`config.mk`:
```
export PLATFORM = sky130hd
export DESIGN_NAME = pcs_sync_rx_lock
export DESIGN_NICKNAME = d
export VERILOG_FILES = /design/src/rtl/pcs_sync_rx_lock.sv
export SDC_FILE = /design/constraint.sdc
export NUM_CORES = 1
export LEC_CHECK = 0
export CAP_MARGIN = 15
export CORE_MARGIN = 2
export CORE_UTILIZATION = 35
export DETAILED_ROUTE_END_ITERATION = 10
export PLACE_DENSITY = 0.63
export SLEW_MARGIN = 40
export SYNTH_ARGS = -nofsm -noshare
export SYNTH_HDL_FRONTEND = slang
export SYNTH_SLANG_ARGS = --single-unit
```
`constraint.sdc`:
```
create_clock -name clk -period 4 [get_ports clk]
set_input_delay 0.4 -clock clk [delete_from_list [all_inputs] [get_ports clk]]
set_output_delay 0.4 -clock clk [all_outputs]
set_load 0.1 [all_outputs]
```
`src/rtl/pcs_sync_rx_lock.sv`:
```
// 64b/66b receive block-lock tracker: counts sync headers per window,
// declares block lock and requests gearbox slips on misalignment.
module pcs_sync_rx_lock #(
    parameter int HEAD_W       = 2,
    parameter int SH_CNT_MAX   = 64,
    parameter int SH_INVLD_MAX = 16
) (
    input  logic              clk,
    input  logic              nreset,
    input  logic              valid_i,
    input  logic [HEAD_W-1:0] head_i,
    output logic              slip_v_o,
    output logic              lock_v_o
);

    localparam logic [6:0] CNT_MAX = 7'(SH_CNT_MAX);
    localparam logic [4:0] INV_MAX = 5'(SH_INVLD_MAX);

    logic [6:0] sh_cnt_q, sh_cnt_d, sh_cnt_n;
    logic [4:0] sh_invld_q, sh_invld_d, sh_invld_n;
    logic       lock_q, lock_d;
    logic       slip_q, slip_d;
    logic       head_ok;

    // Next-state: loss of signal, slip, window end, or plain counting.
    always_comb begin
        sh_cnt_d   = sh_cnt_q;
        sh_invld_d = sh_invld_q;
        lock_d     = lock_q;
        slip_d     = 1'b0;
        head_ok    = head_i[1] ^ head_i[0];
        sh_cnt_n   = sh_cnt_q + 7'd1;
        sh_invld_n = sh_invld_q + {4'd0, ~head_ok};
        if (!valid_i) begin
            lock_d     = 1'b0;
            sh_cnt_d   = '0;
            sh_invld_d = '0;
        end else if (!head_ok && (!lock_q || sh_invld_n == INV_MAX)) begin
            // Bad alignment: slip one bit and restart acquisition.
            slip_d     = 1'b1;
            lock_d     = 1'b0;
            sh_cnt_d   = '0;
            sh_invld_d = '0;
        end else if (sh_cnt_n == CNT_MAX) begin
            // A fully clean window grants lock; otherwise lock is held.
            if (sh_invld_n == 5'd0) begin
                lock_d = 1'b1;
            end
            sh_cnt_d   = '0;
            sh_invld_d = '0;
        end else begin
            sh_cnt_d   = sh_cnt_n;
            sh_invld_d = sh_invld_n;
        end
    end

    // State register with asynchronous active-high reset.
    always_ff @(posedge clk or posedge nreset) begin
        if (nreset) begin
            sh_cnt_q   <= '0;
            sh_invld_q <= '0;
            lock_q     <= 1'b0;
            slip_q     <= 1'b0;
        end else begin
            sh_cnt_q   <= sh_cnt_d;
            sh_invld_q <= sh_invld_d;
            lock_q     <= lock_d;
            slip_q     <= slip_d;
        end
    end

    assign slip_v_o = slip_q;
    assign lock_v_o = lock_q;

endmodule

```
==> flow_results.org, run 1 <==
** Outcome
- The flow ran to the end, and the final reports show no timing, DRC or antenna violations.

** Placed design
- At the end of routability-driven placement, the weighted congestion stood at 0.7313.
- After legalization and detailed placement, the total HPWL measured 860.4 um.
- Total instance count after detailed placement :: 99
- OpenSTA, run right after detailed placement, puts the worst setup slack at 671.3 ps.
- Number of I/O port buffers :: 6

** Floorplan
- Effective utilization at floorplan :: 37.44%
- Ports placed on the boundary :: 7
- The core region is 1962 sq um.
- Measured along the x axis, the die boundary spans 49.81 um.
- The floorplan step defined a die boundary enclosing 2481 sq um.
- Std-Cell Rows :: 16
- The floorplan step set the die height to 49.81 um.

** Clock tree
- TritonCTS created 3 clock buffers.
- TritonCTS built the clock tree.
- In this run, post-CTS hold repair placed 0 buffers.
- Resized Gates After CTS :: 0
- The tree is rooted in a sky130_fd_sc_hd__clkbuf_4.
- Number of levels the H-tree was split into :: 1
- Buffers inserted during post-CTS setup optimization :: 0
- Total number of clock tree sinks :: 14
- Clock input transition at the sequential cells of the worst setup and hold paths :: 80 ps
- For the worst-skew pair, the clock arrives at the later sink with an insertion delay of 270 ps.
- Maximum clock insertion buffer count :: 2

** Setup path
- Worst Path Arrival :: 3220 ps
- Startpoint type of the worst setup path :: input port
- Slowest cell on the critical path :: sky130_fd_sc_hd__o41ai_2
- Crit. End Element :: register
- Required time of the worst setup path :: 4150 ps
- Category of cells accounting for the largest share of critical-path delay :: buffers and inverters
- List of cells traversed by the critical path :: clkdlybuf4s50_1, xor2_1, inv_1, ha_1, ha_1, xor2_1, or3_1, o41ai_2, buf_4, nor3_1
- In this design, the stage delay of the slowest critical-path cell is 600 ps.
- Path type of the worst setup path :: input port to register
- Number of buffers and inverters on the critical path :: 3
- Maximum net fanout on the critical path :: 7

** Logic synthesis
- In this run, synthesis produced a sequential element count of 14.
- sky130_fd_sc_hd__dfrtp_1 takes more of the synthesized area than any other cell.
- Sequential cell area fraction in the yosys report :: 47.70%
- In this run the biggest area consumer among cell types represents 47.70% of the synthesized area.
- Main area contributors after synthesis :: sky130_fd_sc_hd__dfrtp_1 (48%), sky130_fd_sc_hd__xor2_1 (7.2%), sky130_fd_sc_hd__ha_1 (5.1%)
- Yosys printed 0 warnings.
- Synthesized net count :: 74
- Post-synthesis cell count :: 66
- Post-synthesis average cell area :: 11.13 sq um
- Count of unique library cells instantiated by Yosys :: 27
- The synthesized netlist occupies a cell area of 734.5 sq um.

** Timing
- Measured against its own limit, the worst slew margin works out to 58.99%.
- Slew @ Worst Pin :: 608.5 ps
- Final setup viols :: 0
- The final count of pins violating max slew came to 0.
- Setup repair after global routing left no endpoint under its margin.
- Period utilization :: 76.75%
- In the post-route analysis, the smallest setup slack over all paths is 930.0 ps.
- Counting I/O delays and the setup requirement, the final critical path takes 3070 ps.
- The clock arrives with 0.7642 ps of skew.
- After routing, the total negative slack on setup checks comes to 0 ps.
- Hold WS :: 454.6 ps
- The final count of hold timing violations was 0.
- F_max :: 325.7 MHz

** Global routing
- The first global-routing pass estimated 2.214 mm of wire.
- Tot GR Track Use :: 12.23%
- Number of antenna violations at the first check in global routing :: 0
- Via count of the first global-routing pass :: 516
- GRT Residual Overflow :: 0
- Entering global routing, the biggest net connects 15 pins.

** Route
- Total length of routed wires :: 1.163 mm
- Number of nets with antenna violations after routing :: 0
- Drt drc :: 0
- Vias per cell :: 4.961
- Detailed routing inserted a total of 511 vias.
- Average wire per standard cell :: 11.29 um
- In this run, the number of DRC markers left after iteration 0 of detailed routing was 5.
- Before antenna repair, the detailed router went through 3 iterations.

** Cells and area
- Share of post-route cells with drive strength above 1 :: 14.47%
- At the end of the flow, the number of nets in the layout was 85.
- For this run, the number of standard cells in the final layout without fillers is 103.
- The number of antenna diodes in the final layout is 0.
- The area growth from synthesis to layout is 16.70%.

** Power
- Total Power Consumption :: 0.2789 mW
- Summed over all cells, the static leakage comes to 0.3720 nW.
- In this run the power density over the cells is 325.4 nW/um^2.
- Worst IR drop on VDD :: 0.0001705 V

** Run
- Max-cap violations in this run came to 0.

** Min path
- Min-Delay Path Class :: input port to async pin
==> worst reg2reg max path: stages (launching register included) <==
cell,delay (ps)
sky130_fd_sc_hd__dfrtp_1,370
sky130_fd_sc_hd__ha_1,210
sky130_fd_sc_hd__ha_1,210
sky130_fd_sc_hd__xor2_1,170
sky130_fd_sc_hd__or3_1,380
sky130_fd_sc_hd__o41ai_2,600
sky130_fd_sc_hd__buf_4,260
sky130_fd_sc_hd__nor3_1,60
==> synth_stat cells, drive strengths merged <==
| master | count |
|---|---|
| dfrtp | 14 |
| nor2 | 6 |
| xor2 | 6 |
| nor3b | 5 |
| nand3 | 4 |
| ha | 3 |
| nor3 | 3 |
| xnor2 | 3 |
| a211oi | 2 |
| and2 | 2 |
| and3 | 2 |
| inv | 2 |
| nand2 | 2 |
| a31o | 1 |
| a31oi | 1 |
| buf | 1 |
| nand4 | 1 |
| nor2b | 1 |
| o21a | 1 |
| o21ai | 1 |
| o31ai | 1 |
| o41a | 1 |
| o41ai | 1 |
| or3 | 1 |
| or4b | 1 |
==> through the flow <==
stage | instance area [sq um] | util (%)
floorplan | 734.5 | -
global placement | 830.8 | 42.35
detailed placement | 820.8 | 41.84
CTS | 857.1 | 43.69
global route | 857.1 | 43.69
finish | 857.1 | 43.69
==> cells by family (layout without fill, tap and decap cells) <==
group / after synthesis / count (layout) / synth area share (%)
flip-flops: 14 / 14 / 47.70
AND/OR/NAND/NOR: 28 / 28 / 22.49
buffers and inverters: 3 / 13 / 1.703
adder cells (fa/ha/maj): 3 / 3 / 5.111
AO/OA/AOI/OAI: 9 / 9 / 12.27
XOR/XNOR: 9 / 9 / 10.73
==> per-layer routing <==
layer	wire length (um)	track usage, %
met5	0	0
met4	27	6.944
met3	47	5.455
met2	531	17.78
met1	557	14.92
==> power by group <==
group          internal, mW  switching [mW]  total [mW]
registers             0.145         0.00253       0.147
logic                0.0126          0.0209      0.0336
clock network        0.0553          0.0428      0.0981
==> final cells by class <==
type,instances,area (sq um)
sequential,14,350.3
clock buffer,4,36.28
inverter,2,7.507
timing repair buffer,7,57.56
multi-input combinational,49,371.6
tap,27,33.78
fill,201,1105
==> registers in the layout, summed over array words and instances (netlist names) <==
| register | flops |
|---|---|
| sh_cnt_q | 7 |
| sh_invld_q | 5 |
| lock_v_o | 1 |
| slip_v_o | 1 |
==> cell usage in the layout (no fill, tap or decap), types with 3 or more instances in the layout <==
| cell | count |
|---|---|
| sky130_fd_sc_hd__dfrtp_1 | 14 |
| sky130_fd_sc_hd__xor2_1 | 6 |
| sky130_fd_sc_hd__nor2_1 | 6 |
| sky130_fd_sc_hd__nor3b_1 | 5 |
| sky130_fd_sc_hd__clkdlybuf4s50_1 | 4 |
| sky130_fd_sc_hd__nand3_1 | 3 |
| sky130_fd_sc_hd__xnor2_1 | 3 |
| sky130_fd_sc_hd__nor3_1 | 3 |
| sky130_fd_sc_hd__ha_1 | 3 |
| sky130_fd_sc_hd__clkbuf_4 | 3 |
==> path summary, 6_finish.rpt <==
check                               from           to  slack (ps)  depth (start not counted)
max                            head_i[1]  sh_cnt_q[6]         930                         10
min                               nreset     slip_v_o         450                          2
max reg2reg                sh_invld_q[0]  sh_cnt_q[6]        1600                          7
min reg2reg                  sh_cnt_q[0]  sh_cnt_q[0]         540                          1
max in group asynchronous         nreset     lock_v_o        3200                          2
min in group clk             sh_cnt_q[0]  sh_cnt_q[0]         540                          1
Power figures use the tool's default switching activity.
==> inputs of run 2 (changes only) <==
- PLACE_DENSITY: 0.63 -> 0.65
- clock period: 4 -> 2.51 ns (I/O delays scaled with it)
==> run 2 against run 1 <==
  * Design area is 0.73% higher
  * Utilization is 0.32 points higher
  * Routed wire length is 7.9% higher
  * Critical path depth stayed put
  * Sequential share of layout area is 0.30 points lower
  * Largest power group unchanged
  * Cell count is 0.97% higher
  * Combinational power is 85% higher
  * Non-clock buffer count is 2 higher
==> flow_results.org, run 2 (synthesis results as in run 1) <==
** Outcome
- The run finished with clean final reports.

** Route
- Total length of routed wires :: 1.255 mm (+7.9%)
- Total met3 wirelength after detailed routing :: 28 um (-40%)
- Met2 Wirelength :: 542 um (+2.1%)
- Via count :: 510 (-0.20%)
- Top sig layer :: met4
- The routed length per instance is 12.07 um (+6.9%).
- Drt drc :: 0 (unchanged)
- Vias per cell :: 4.904 (-1.2%)
- Detailed-router iteration count before antenna repair :: 4 (+1)
- WL met1 :: 634 um (+14%)
- DRC marker count from the first detailed-route iteration :: 8 (+3)
- The antenna violation net count after detailed routing came to 0 (unchanged).

** Clock tree
- Cts bufs inserted :: 3 (unchanged)
- The H-tree depth came to 1 (unchanged).
- The hold buffer count at cts is 0 (unchanged).
- Maximum clock insertion buffer count :: 2 (unchanged)
- The number of instances resized during post-cts repair is 0 (unchanged).
- The clock transition at the registers of the reported paths is 80 ps (about the same).
- TritonCTS built the clock tree.
- Total number of clock tree sinks :: 14 (unchanged)
- CTS placed an instance of sky130_fd_sc_hd__clkbuf_4 at the clock tree root.
- Buffers inserted during post-CTS setup optimization :: 0 (unchanged)
- The clock latency reported for the late side of the worst-skew pair came to 280 ps (about the same).

** Cells and area
- The library cell used most frequently in the layout, excluding fill and tap cells, is sky130_fd_sc_hd__dfrtp_1.
- The antenna diode count is 0 (unchanged).
- The largest registers in the layout are sh_cnt_q x7, sh_invld_q x5.
- In the layout the commonest cells are sky130_fd_sc_hd__dfrtp_1 (14), sky130_fd_sc_hd__xor2_1 (6), sky130_fd_sc_hd__nor2_1 (6).
- Fillers :: 210 (+4.5%)
- The total area of sequential cells is 350.3 sq um (unchanged).
- sh_cnt_q holds more flip-flops than any other register.
- Share of post-route cells with drive strength above 1 :: 15.58% (+1.1 points)
- The final cell utilization of the core was 44.01% (+0.32 points).
- The flip-flop count of the largest register, all copies and words added is 7 (unchanged).
- Final #Nets :: 87 (+2.4%)
- The area used by multi-input combinational logic was 371.6 sq um (unchanged).
- Compared with the post-synthesis result, the final layout area differs by 17.55%.
- The final design instance area without fill is 863.3 sq um (+0.73%).

** Global routing
- Tot GR Track Use :: 12.80% (+0.57 points)
- Largest net degree at the start of global routing :: 15 (unchanged)
- The via count of the first global-routing pass is 507 (-1.7%).
- GRT Residual Overflow :: 0 (unchanged)
- Number of antenna violations at the first check in global routing :: 0 (unchanged)
- The wire length of the first global-routing pass came to 2.311 mm (+4.4%).

** Setup path
- The slack of the worst reg-to-reg path is 440 ps (-1160 ps).
- STA classifies the critical path startpoint as an input port.
- The cell count of the worst reg-to-reg path came to 7 (unchanged).
- The endpoint required time on the critical path came to 2660 ps (-1490 ps).
- Crit. End Element :: register
- The worst setup path is of the input port to register kind.
- Among cell families on the critical path, the largest total delay comes from buffers and inverters.
- Delay of the slowest cell on the worst path :: 470 ps (-130 ps)
- Maximum net fanout on the critical path :: 12 (+5)
- The count of cell instances traversed by the critical path is 10 (unchanged).
- The number of buffer and inverter instances along the worst setup path came to 3 (unchanged).
- The worst register-to-register path begins at sh_invld_q[0].
- Worst Path Arrival :: 2530 ps (-690 ps)
- On the critical path, the stage with the largest delay is an instance of sky130_fd_sc_hd__clkdlybuf4s50_1.
- List of cells traversed by the critical path :: clkdlybuf4s50_1, xor2_1, inv_1, ha_1, ha_1, xor2_1, or3_1, o41ai_2, buf_4, nor3b_1
- Worst flop-to-flop path endpoint :: sh_invld_q[2]

** Floorplan
- The number of cell rows came to 16 (unchanged).
- Die extent in y :: 49.81 um (unchanged)
- Horizontal die dimension :: 49.81 um (unchanged)
- The count of pins on the block boundary is 7 (unchanged).
- The total die area is 2481 sq um (unchanged).
- CORE AREA :: 1962 sq um (unchanged)
- The initial standard-cell utilization of the core came to 37.44% (unchanged).

** Timing
- The worst max-slew margin expressed relative to the limit was 65.46% (+6.5 points).
- F_max :: 420.3 MHz
- Period utilization :: 94.79%
- Endpoints failing hold :: 0 (unchanged)
- The number of failing setup endpoints in the final timing report was 0 (unchanged).
- Setup repair after global routing left no endpoint under its margin.
- Final total negative setup slack :: 0 ps (unchanged)
- Slew @ Worst Pin :: 517.5 ps (-91.08 ps)
- Number of pins with negative max-slew slack in the final report :: 0 (unchanged)
- After layout, the minimum clock period comes to 2379 ps.
- Clock skew after layout :: 1.777 ps (+1.013 ps)
- Hold WS :: 305.5 ps (-149.1 ps)

** Power
- Leak Pwr :: 0.3745 nW (+0.70%)
- Worst IR drop on VDD :: 0.0002321 V (+36%)
- Total Power Consumption :: 0.4239 mW (+52%)
- The total power divided by cell area came to 491.0 nW/um^2 (+51%).

** Min path
- The tightest min-delay check is of the input port to async pin type.

** Placed design
- The number of buffers added on ports came to 6 (unchanged).
- Routability Congestion :: 0.7539 (+3.1%)
- HPWL after DPL :: 928.4 um (+7.9%)
- Instance area after placement :: 840.8 sq um (+2.4%)

** Run
- Max-cap violation count :: 0 (unchanged)
==> run 2: changes by cell type in the layout (fill, tap and decap cells not counted) <==
cell	delta
sky130_fd_sc_hd__buf_2	-2
sky130_fd_sc_hd__buf_4	+4
sky130_fd_sc_hd__clkbuf_8	-1
==> run 2: worst reg2reg max path: cells and delay by family (launching register included) <==
kind,cells,cell delay [ps]
AND/OR/NAND/NOR,2,440
AO/OA/AOI/OAI,1,290
buffers and inverters,1,230
adder cells (fa/ha/maj),2,440
XOR/XNOR,1,170
flip-flops,1,370
==> run 2: layer usage <==
layer / track usage (%) / vias to the layer above
met3: 1.818 / 5
met2: 17.33 / 11
met5: 0 / -
met4: 11.11 / 0
li1: - / 260
met1: 17.60 / 234
==> run 2: where the power goes <==
part,internal (mW),switching [mW],total [mW]
Combinational,0.0267,0.0356,0.0623
Clock,0.0557,0.0712,0.127
Sequential,0.231,0.00418,0.235
==> run 2: final cells by class <==
type | instances | share of cell area [%]
Sequential cell | 14 | 40.58
Multi-Input combinational cell | 49 | 43.04
Timing Repair Buffer | 9 | 8.986
Inverter | 2 | 0.8696
Clock buffer | 3 | 2.609
Tap cell | 27 | 3.913
==> run 2: how the worst max path moves through the flow <==
stage	from	end	slack (ps)
3_5_place_dp	head_i[1]	sh_cnt_q[6]	-180
3_3_place_gp	head_i[1]	sh_invld_q[2]	-120
6_report	head_i[1]	sh_invld_q[2]	130
4_1_cts	head_i[1]	sh_invld_q[2]	120
5_1_grt	head_i[0]	sh_cnt_q[0]	20
2_1_floorplan	head_i[0]	sh_cnt_q[6]	190
==> run 2: per-stage QoR <==
stage,worst slack [ps],cells
after floorplan,193.3,66
after global placement,-117.5,101
after detailed placement,-177.2,101
after CTS,124.0,104
after global routing,22.01,104
final,130.9,104
==> inputs of run 3 (changes only) <==
- GPL_TIMING_DRIVEN: default -> 0
- TNS_END_PERCENT: default -> 1
==> run 3 against run 2 <==
  * Critical path depth grew 1
  * Total power grew 4.6%
  * Register-to-register slack lost 160 ps
  * Utilization grew 2.9 points
  * Largest power group unchanged
  * Flip-flop and latch count is the same
  * Non-clock buffer count grew 4
  * Critical endpoint is now sh_cnt_q[6]
  * Design area grew 6.7%
  * Global-route usage grew 0.27 points
  * Routed wire length grew 20%
  * Hold slack gained 6.2 ps
  * Die area is the same
  * Maximum frequency grew 6.2%
==> flow_results.org, run 3 (synthesis results as in run 1) <==
** Clock tree
- Clock latency on the worst-skew pair :: 280 ps (about the same)
- Number of hold-repair buffers added at the cts stage :: 0 (unchanged)
- Maximum clock insertion buffer count :: 2 (unchanged)
- The H-tree depth is 1 (unchanged).
- The root buffer cell chosen for the clock tree is sky130_fd_sc_hd__clkbuf_4.
- The number of clock sinks seen by CTS is 14 (unchanged).
- The clock transition at the registers of the reported paths came to 80 ps (about the same).
- The number of CTS-inserted buffers was 3 (unchanged).
- TritonCTS built the clock tree.

** Cells and area
- P&R area growth vs syn :: 25.38%
- Share of post-route cells with drive strength above 1 :: 23.46% (+7.9 points)
- Flip-flop count of the largest register, all copies and words added :: 7 (unchanged)
- The antenna diode count was 0 (unchanged).
- Ranked by flip-flop count, first place goes to sh_cnt_q.
- Highest-count cells in the layout ignoring fill and taps :: sky130_fd_sc_hd__dfrtp_1 (14), sky130_fd_sc_hd__nor2_1 (6), sky130_fd_sc_hd__xor2_1 (5), sky130_fd_sc_hd__nor3b_1 (5), sky130_fd_sc_hd__buf_4 (5)
- The final cell utilization of the core came to 46.94% (+2.9 points).
- Leaving out fill and tap cells, the most frequent cell in the layout is sky130_fd_sc_hd__dfrtp_1.
- Final #Nets :: 91 (+4.6%)
- In the final layout, the registers with the most flip-flops are sh_cnt_q x7, sh_invld_q x5.

** Route
- The total number of vias came to 545 (+6.9%).
- The initial detailed-routing violation count was 9 (+1).
- Number of nets with antenna violations after routing :: 0 (unchanged)
- The number of vias per cell came to 5.046 (+2.9%).
- The DRC violations left was 0 (unchanged).
- The total length of routed wires came to 1.503 mm (+20%).
- The routed length per instance was 13.92 um (+15%).
- The detailed-routing iteration count for the pre-antenna-repair pass came to 4 (unchanged).

** Setup path
- The worst setup path is of the input port to register kind.
- The worst setup path is launched from an input port.
- List of cells traversed by the critical path :: dlymetal6s2s_1, xor2_2, inv_1, ha_1, ha_2, xor2_1, or3_4, o41ai_4, buf_4, buf_6, nor3_1
- Maximum net fanout on the critical path :: 5 (-7)
- Crit. End Element :: register
- The cell count of the worst reg-to-reg path is 8 (+1).
- Delay of the slowest cell on the worst path :: 420 ps (-50 ps)
- Worst R2R Setup Slack :: 280 ps (-160 ps)
- Timing startpoint of the critical path :: head_i[0]
- Worst Path Arrival :: 2390 ps (-140 ps)
- The slowest stage of the critical path is the sky130_fd_sc_hd__or3_4 cell.
- Required time of the worst setup path :: 2660 ps (about the same)
- The startpoint identified for the worst register-to-register timing path is sh_invld_q[0].
- Worst flop-to-flop path endpoint :: sh_cnt_q[6]

** Timing
- Final total negative setup slack :: 0 ps (unchanged)
- Setup repair after global routing left no endpoint under its margin.
- The number of failing setup endpoints in the final timing report is 0 (unchanged).
- Max transition margin :: 64.14% (-1.3 points)
- Period utilization :: 89.27% (-5.5 points)
- The final count of hold timing violations was 0 (unchanged).
- The minimum setup slack in the final design was 269.4 ps (+138.6 ps).
- F_max :: 446.3 MHz (+6.2%)
- The worst-case clock skew is 0.8577 ps (-0.9196 ps).
- The final count of pins violating max slew came to 0 (unchanged).
- Slew @ Worst Pin :: 537.3 ps (+19.87 ps)
- The final critical delay including setup and external delays was 2241 ps (-138.6 ps).

** Floorplan
- The vertical die dimension came to 49.81 um (unchanged).
- Std-Cell Rows :: 16 (unchanged)
- Area of the die :: 2481 sq um (unchanged)
- The count of pins on the block boundary is 7 (unchanged).
- The initial standard-cell utilization of the core is 37.44% (unchanged).
- The horizontal extent of the die is 49.81 um (unchanged).
- The core footprint is 1962 sq um (unchanged).

** Global routing
- The met2 usage in global routing was 20.44% (+3.1 points).
- Tot GR Track Use :: 13.07% (+0.27 points)
- GRT Residual Overflow :: 0 (unchanged)
- Number of antenna violations at the first check in global routing :: 0 (unchanged)
- Via count of the first global-routing pass :: 498 (-1.8%)
- The met1 track demand over resource in global routing was 15.73% (-1.9 points).
- The pin count of the biggest net entering global routing was 15 (unchanged).
- The layer flagged by global routing as most heavily used is met2.
- The wire length of the first global-routing pass is 2.352 mm (+1.8%).
- Met3 track utilization from global routing :: 2.727% (+0.91 points)

** Power
- The post-layout total power is 0.4433 mW (+4.6%).
- Leak Pwr :: 0.4108 nW (+9.7%)
- Total power divided by cell area :: 481.4 nW/um^2 (-2.0%)
- Worst IR drop on VDD :: 0.0002237 V (-3.6%)

** Placed design
- The HPWL reported at the end of detailed placement was 895.8 um (-3.5%).
- The number of buffers added on ports was 6 (unchanged).
- Post-Place Setup Slack :: -573.9 ps (-396.7 ps)
- The last weighted congestion value of the routability-driven placer was 0.7429 (-1.5%).

** Outcome
- The run finished with clean final reports.

** Run
- The max capacitance violation total came to 0 (unchanged).

** Min path
- In this run the worst hold path is classified as input port to async pin.
==> run 3: changes by cell type in the layout (fill, tap and decap cells not counted), sizes merged <==
| cell | change |
|---|---|
| buf | +4 |
| clkdlybuf4s50 | -2 |
| dlymetal6s2s | +2 |
==> run 3: routing by layer <==
layer  routed length [um]  vias up
met2                  785       10
met5                    0        -
met1                  657      266
met3                   20        4
met4                   40        0
li1                     -      265
==> run 3: final cells by class <==
type                    instances  area [sq um]
flip-flops and latches         14         350.3
plain buffers                   1         11.26
inverters                       2         7.507
clock buffers                   3         22.52
fillers                       190          1041
well taps                      27         33.78
multi-input cells              49         397.9
repair buffers                 12         97.59
==> run 3: worst max-delay path, delay by kind of cell <==
kind            cells  cell delay (ps)
compound gates      1              380
xor+xnor            2              360
fa+ha+maj           2              390
buf+inv             4              520
simple gates        2              470
==> run 3: worst max-delay path by stage <==
stage,cells past startpoint,slack [ps],end
after detailed placement,10,-570,sh_cnt_q[6]
after global routing,8,210,sh_cnt_q[1]
after floorplan,9,190,sh_cnt_q[6]
after global placement,10,-550,sh_cnt_q[6]
final,11,270,sh_cnt_q[6]
after CTS,10,30,sh_cnt_q[6]
==> run 3: per-stage QoR <==
stage | instances | instance area, sq um | hold slack, ps
after floorplan | 66 | 734.5 | 140.2
after global placement | 99 | 828.3 | 531.2
after detailed placement | 99 | 818.3 | 536.8
after CTS | 103 | 869.6 | 321.4
after global routing | 108 | 920.9 | 337.7
final | 108 | 920.9 | 311.7
==> run 3: timing repair <==
action                                 CTS  global route
pin swaps                                1             3
buffers inserted                         1             4
cloned                                   0             1
gates resized for setup                  3             5
setup endpoints to repair               11            10
endpoints found under the hold margin    0             0
==> run 3: power by group <==
group | internal (mW) | switching [mW] | total, mW
clock network | 0.0557 | 0.0726 | 0.128
logic | 0.0368 | 0.0437 | 0.0805
registers | 0.231 | 0.00390 | 0.234
total | 0.323 | 0.120 | 0.443
